## src/rtl/generador_tono_if.sv

```systemverilog
// generador_tono_if
// Bundles the control and status signals between the microcontroller core and the
// square-wave tone generator.
//
// Signals
//   load      core -> gen  strobe that latches period/dur and (re)starts the tone
//   stop      core -> gen  synchronous abort, silences the output
//   period    core -> gen  half-period in clock cycles
//   dur       core -> gen  number of full periods to play, 0 = continuous
//   tone_out  gen -> core  square-wave output pin
//   busy      gen -> core  high while a tone is playing
//   done      gen -> core  one-cycle pulse when a finite tone completes
//
// Modports
//   master  the side that issues commands (core or testbench)
//   slave   the tone generator itself
interface generador_tono_if #(
   parameter int WIDTH = 25,
   parameter int DUR_W = 8
);

   logic             load;
   logic             stop;
   logic [WIDTH-1:0] period;
   logic [DUR_W-1:0] dur;
   logic             tone_out;
   logic             busy;
   logic             done;

   modport master (
      output load,
      output stop,
      output period,
      output dur,
      input  tone_out,
      input  busy,
      input  done
   );

   modport slave (
      input  load,
      input  stop,
      input  period,
      input  dur,
      output tone_out,
      output busy,
      output done
   );

endinterface

```

## src/rtl/generador_tono.sv

```systemverilog
// generador_tono
// Square-wave tone generator. A load strobe latches a half-period P and a duration N
// (in full periods). The output then goes high for P cycles and low for P cycles,
// repeating forever when N is 0, or N times followed by a one-cycle done pulse.
// Half-periods below MIN_PERIOD are treated as a request for silence.
//
// Ports
//   clk    system clock, rising edge
//   reset  asynchronous active-high reset
//   bus    generador_tono_if slave modport (load/stop/period/dur in,
//          tone_out/busy/done out)
//
// All outputs come straight from flops: tone_out and done are their own registers,
// and busy is a decode of the state register.
module generador_tono #(
   parameter int WIDTH      = 25,
   parameter int DUR_W      = 8,
   parameter int MIN_PERIOD = 2
) (
   input  logic             clk,
   input  logic             reset,
   generador_tono_if.slave  bus
);

   typedef enum logic {
      IDLE = 1'b0,
      RUN  = 1'b1
   } state_t;

   localparam logic [WIDTH-1:0] MIN_P     = WIDTH'(MIN_PERIOD);
   localparam logic [WIDTH-1:0] ONE_W     = WIDTH'(1);
   localparam logic [DUR_W-1:0] ONE_D     = DUR_W'(1);
   localparam logic [WIDTH-1:0] ZERO_W    = '0;
   localparam logic [DUR_W-1:0] ZERO_D    = '0;

   state_t           state;
   logic             tone_q;
   logic             done_q;
   logic [WIDTH-1:0] counter;
   logic [WIDTH-1:0] period_q;
   logic [DUR_W-1:0] remaining;

   // Whole controller in one sequential block. Priority is stop, then load, then
   // normal counting. The counter counts down the current half-period; when it
   // reaches zero the output flips and the counter reloads. A low-to-high flip marks
   // the end of one full period, which is where the duration bookkeeping happens.
   always_ff @(posedge clk or posedge reset) begin
      if (reset) begin
         state     <= IDLE;
         tone_q    <= 1'b0;
         done_q    <= 1'b0;
         counter   <= ZERO_W;
         period_q  <= ZERO_W;
         remaining <= ZERO_D;
      end else if (bus.stop) begin
         state  <= IDLE;
         tone_q <= 1'b0;
         done_q <= 1'b0;
      end else if (bus.load) begin
         period_q  <= bus.period;
         remaining <= bus.dur;
         done_q    <= 1'b0;
         if (bus.period < MIN_P) begin
            state  <= IDLE;
            tone_q <= 1'b0;
         end else begin
            // The first high half starts right at this edge, so the counter
            // covers the remaining P-1 cycles of it.
            state   <= RUN;
            tone_q  <= 1'b1;
            counter <= bus.period - ONE_W;
         end
      end else begin
         done_q <= 1'b0;
         case (state)
            IDLE: begin
               tone_q <= 1'b0;
            end
            RUN: begin
               if (counter != ZERO_W) begin
                  counter <= counter - ONE_W;
               end else begin
                  counter <= period_q - ONE_W;
                  if (tone_q) begin
                     tone_q <= 1'b0;
                  end else if (remaining == ONE_D) begin
                     // Last full period just finished: stay low and report.
                     state     <= IDLE;
                     tone_q    <= 1'b0;
                     done_q    <= 1'b1;
                     remaining <= ZERO_D;
                  end else begin
                     // A zero count means continuous play and is never touched.
                     tone_q <= 1'b1;
                     if (remaining != ZERO_D) begin
                        remaining <= remaining - ONE_D;
                     end
                  end
               end
            end
            default: begin
               state  <= IDLE;
               tone_q <= 1'b0;
            end
         endcase
      end
   end

   assign bus.tone_out = tone_q;
   assign bus.done     = done_q;
   assign bus.busy     = (state == RUN);

endmodule

```

## src/flat_wrapper.sv

```systemverilog
// flat-port wrapper written by rule: the top's interface ports become plain ports
module generador_tono_flat 
#(
   parameter int WIDTH      = 25,
   parameter int DUR_W      = 8,
   parameter int MIN_PERIOD = 2
)
  (clk, reset, bus_load, bus_stop, bus_period, bus_dur, bus_tone_out, bus_busy, bus_done);
  generador_tono_if #(.WIDTH(WIDTH), .DUR_W(DUR_W)) bus_i ();
  input  logic clk;
  input  logic reset;
  input wire logic [$bits(bus_i.load)-1:0] bus_load;
  input wire logic [$bits(bus_i.stop)-1:0] bus_stop;
  input wire logic [$bits(bus_i.period)-1:0] bus_period;
  input wire logic [$bits(bus_i.dur)-1:0] bus_dur;
  output wire logic [$bits(bus_i.tone_out)-1:0] bus_tone_out;
  output wire logic [$bits(bus_i.busy)-1:0] bus_busy;
  output wire logic [$bits(bus_i.done)-1:0] bus_done;
  assign bus_i.load = bus_load;
  assign bus_i.stop = bus_stop;
  assign bus_i.period = bus_period;
  assign bus_i.dur = bus_dur;
  assign bus_tone_out = bus_i.tone_out;
  assign bus_busy = bus_i.busy;
  assign bus_done = bus_i.done;
  generador_tono #(.WIDTH(WIDTH), .DUR_W(DUR_W), .MIN_PERIOD(MIN_PERIOD)) u_core (.clk(clk), .reset(reset), .bus(bus_i));
endmodule
```

## config.mk

```make
export PLATFORM = sky130hd
export DESIGN_NAME = generador_tono_flat
export DESIGN_NICKNAME = d
export VERILOG_FILES = /design/src/rtl/generador_tono_if.sv /design/src/rtl/generador_tono.sv /design/src/flat_wrapper.sv
export SDC_FILE = /design/constraint.sdc
export NUM_CORES = 1
export LEC_CHECK = 0
export CAP_MARGIN = 25
export CORE_MARGIN = 5
export CORE_UTILIZATION = 30
export CTS_CLUSTER_SIZE = 12
export DETAILED_ROUTE_END_ITERATION = 6
export PLACE_DENSITY = 0.44
export SYNTH_ARGS = -nofsm -noshare
export SYNTH_HDL_FRONTEND = slang
export SYNTH_SLANG_ARGS = --single-unit
```

## constraint.sdc

```tcl
create_clock -name clk -period 3.9 [get_ports clk]
set_input_delay 0.39 -clock clk [delete_from_list [all_inputs] [get_ports clk]]
set_output_delay 0.39 -clock clk [all_outputs]
set_load 0.005 [all_outputs]
```

==> metrics.md <==
| Metric | Value |
|---|---|
| Drt via density | `around 5.4` |
| Vias in the first global route | `roughly 3,500` |
| Worst r2r src | `u_core.counter[24]$_DFFE_PP0P_` |
| Largest net degree at the start of global routing | `34` |
| Final period util | `between 80% and 90%` |
| Gates resized, CTS repair | `0` |
| Die area | `around 0.016 mm2` |
| Die X | `126 um` |
| Syn_area_per_cell | `between 9 and 10 um2` |
| Non-Filler Instances | `roughly 630` |
| Synth top area share | `a little under two fifths` |
| First-pass GRT wire length | `around 19 mm` |
| Arr. time, crit path | `3.49 ns` |
| CTS tree | `yes` |
| FF-to-FF path depth | `13` |
| Data required time of the critical path | `approximately 4.2 ns` |
| Clock-pin slew on the worst setup and hold paths | `approximately 0.06 ns` |
| Layout Nets | `around 500` |
| Synth area leader | `dfrtp_1` |
| Clk_lat worst skew | `roughly 0.34 ns` |
| Share of power burned in registers | `39.6%` |
| Vias | `~3,400` |
| Overall routing resource usage | `between 10% and 20%` |
| Layout cells sized above 1 | `19.5%` |
| CTS root buf | `clkbuf_16` |
| Setup violators final | `0` |
| Core ar. | `0.0132 mm2` |
| DRC violations left | `0` |
| CTS Sinks | `a little over 60` |
| Worst Setup SP | `u_core.counter[24]$_DFFE_PP0P_` |
| Setup tns final | `0 ns` |
| Fmax | `~310 MHz` |
| Die Span Y | `about 130 um` |
| Async SR Flop Fraction | `between 90% and 100%` |
| Diode count | `0` |
| Synth top area cells | `dfrtp_1, mux2_2, o21ai_0, nor2_1, nand2_1` |
| Switching power | `~0.66 mW` |
| Hold Buf Count CTS | `0` |
| Final HPWL DP | `8.55 mm` |
| Gpl congestion | `between 0.8 and 0.9` |
| CP Capture Type | `flop` |
| Nature of the critical path startpoint | `flop` |
| Comb power frac | `between 20% and 30%` |
| Final Max Slew Viols | `0` |
| Class of the worst hold path | `flop to flop` |
| Total gr overflow | `0` |
| Mapped Area | `0.00406 mm2` |
| Routed WL | `11.9 mm` |
| Sequential element share of the synthesized area | `37.6%` |
| Total iterations of the first detailed-routing run | `4` |
| Crit path to | `u_core.counter[20]$_DFFE_PP0P_` |
| Tmin final | `about 3.2 ns` |
| Worst Hold Launch | `u_core.period_q[23]$_DFFE_PP0P_` |
| Netlist cell types | `slightly above 80` |
| Initial Utilization | `between 30% and 40%` |
| Slew @ Worst Pin | `just under 1 ns` |
| Mapped Cells | `between 400 and 500` |
| Fin. Hold Viols | `0` |
| PD cells | `~450 mW/mm2` |
| Worst relative slew slack | `between 30% and 40%` |
| Clk buf depth | `2` |
| Placed cell count | `between 600 and 700` |
| Power Internal | `between 1.5 and 2 mW` |
| RSZ-0062 raised after global routing | `false` |
| # Max-Cap Violations | `0` |
| Synthesis Warnings | `0` |
| R2R Setup Slk | `around 0.68 ns` |
| Initial antenna violation count | `0` |
| Initial drt markers | `between 200 and 250` |
| Critical path class | `flop to flop` |
| Clock Power Share | `roughly two fifths` |
| # H-tree levels | `3` |
| Post-CTS setup buffer count | `0` |
| Peak supply drop | `around 0.18 mV` |
| Run status | `finished clean` |
| Syn nets | `around 460` |
| Number of core rows | `42` |
| Worst reg2reg endpoint | `u_core.counter[20]$_DFFE_PP0P_` |
| Lkg Pwr | `~1.8 nW` |
| Area growth, synth to finish | `21.3%` |
| Number of buffers created by CTS | `9` |
| Post-synth EDFFs | `0` |
| Sw Share | `29.8%` |
| # IOs | `40` |
| Yosys reg bits | `between 60 and 70` |
| WL/cell | `roughly 19 um` |
| Worst-path maximum fanout | `10` |
| Port buffer count | `39` |
| Clk_skew | `between 0.006 and 0.007 ns` |
| Top FF cell, synth | `dfrtp_1` |
| Routed Antenna Nets | `0` |
==> logic make-up (layout without fill, tap and decap cells) <==
kind of cell / Yosys count / after routing / share of synthesized area (%)
xor gates and xnor gates: 7 / 7 / 1.51
DFF: 61 / 61 / 37.6
AOI/OAI and AO/OA: 124 / 124 / 21.8
adders and majority gates: 3 / 3 / 0.926
muxes: 33 / 33 / 9.01
buffers and inverters: 30 / 72 / 4.07
and+or+nand+nor: 157 / 157 / 25.0
==> stage by stage <==
stage / setup slack [ns] / hold WS [ns] / utilization [%] / cell area (um2) / total power, mW
after floorplan: 0.321 / 0.471 / - / 4060 / 1.18
after global placement: 0.765 / 0.497 / 34.7 / 4590 / 1.34
after detailed placement: 0.666 / 0.493 / 34.7 / 4590 / 1.34
after CTS: 0.650 / 0.513 / 37.1 / 4920 / 2.24
after global routing: 0.438 / 0.534 / 37.1 / 4920 / 2.33
final: 0.684 / 0.508 / 37.1 / 4920 / 2.21
==> state kept, by name, indices dropped and copies added (netlist names) <==
signal / count
u_core.bus.done: 1
u_core.counter: 25
u_core.bus.busy: 1
u_core.period_q: 25
u_core.bus.tone_out: 1
u_core.remaining: 8
==> how the worst min path moves through the flow <==
stage,cells after the start,endpoint,slack [ns]
global placement,2,u_core.remaining[7]$_DFFE_PP0P_,0.50
detailed placement,1,u_core.period_q[9]$_DFFE_PP0P_,0.49
finish,1,u_core.period_q[23]$_DFFE_PP0P_,0.51
floorplan,2,u_core.remaining[6]$_DFFE_PP0P_,0.47
CTS,1,u_core.period_q[23]$_DFFE_PP0P_,0.51
global route,1,u_core.period_q[11]$_DFFE_PP0P_,0.53
==> cells in the mapped netlist, types with 4 or more instances <==
| master | number |
|---|---|
| a21oi_1 | 20 |
| a22oi_1 | 8 |
| a31oi_1 | 10 |
| and2_1 | 6 |
| buf_6 | 4 |
| clkbuf_1 | 7 |
| dfrtp_1 | 61 |
| inv_1 | 8 |
| mux2_2 | 28 |
| mux2i_1 | 5 |
| nand2_1 | 27 |
| nand2b_1 | 10 |
| nand3_1 | 8 |
| nand3b_1 | 5 |
| nor2_1 | 35 |
| nor2b_1 | 8 |
| nor3_1 | 6 |
| nor4_1 | 9 |
| nor4_2 | 4 |
| nor4_4 | 4 |
| o21ai_0 | 34 |
| o21ai_1 | 6 |
| xnor2_1 | 4 |
==> cell usage in the layout (no fill, tap or decap), drive strengths merged, types with 4 or more instances in the layout <==
master         Yosys  layout
nor2              35      35
clkbuf             7      12
nand2b            10      10
xnor2              4       4
a21oi             20      20
nand3b             5       5
mux2i              5       5
nor2b              8       8
a22oi              8       8
a211oi             5       5
and2               6       6
o31ai              4       4
buf               13       8
nand2             28      28
dfrtp             61      61
inv                9       9
a31oi             10      10
mux2              28      28
nand3              9       9
nand4              5       5
nor4              17      17
o21ai             40      40
clkdlybuf4s50      0      38
or3b               4       4
nor3               8       8
==> power by group through the flow <==
| stage | clock network, mW | logic, mW | registers (mW) |
|---|---|---|---|
| 2_1_floorplan | 0 | 0.339 | 0.840 |
| 3_3_place_gp | 0 | 0.454 | 0.885 |
| 3_5_place_dp | 0 | 0.456 | 0.883 |
| 4_1_cts | 0.904 | 0.457 | 0.874 |
| 5_1_grt | 0.929 | 0.511 | 0.890 |
| 6_report | 0.882 | 0.453 | 0.876 |
==> cell type report <==
class	instances	area, um2
Fill cell	1364	8320
Multi-Input combinational cell	324	2370
Sequential cell	61	1530
Timing Repair Buffer	46	438
Clock buffer	12	256
Tap cell	176	220
Clock inverter	4	70.1
Inverter	10	37.5
==> layer usage <==
layer  vias to the layer above  track usage (%)  share of wire (%)
met3                        14             4.36                4.8
li1                       1663                -                  -
met5                         -                0                  0
met2                        78             23.1                 44
met1                      1684             21.7                 49
met4                         0             4.29                1.3
==> worst max-delay path, cell delays in order (launching register included) <==
cell and delay (ns):
dfrtp_1 0.42, nor4_4 0.10, nand2_2 0.26, nor3_4 0.11, a21oi_1 0.17, nor2_1 0.05
a21oi_1 0.18, ha_1 0.25, o2111ai_1 0.13, o21bai_4 0.22, nor4_4 0.41, nand4b_4 0.23
or4_1 0.54, nand3_1 0.07
No activity file was read; power rests on OpenSTA's default activity.
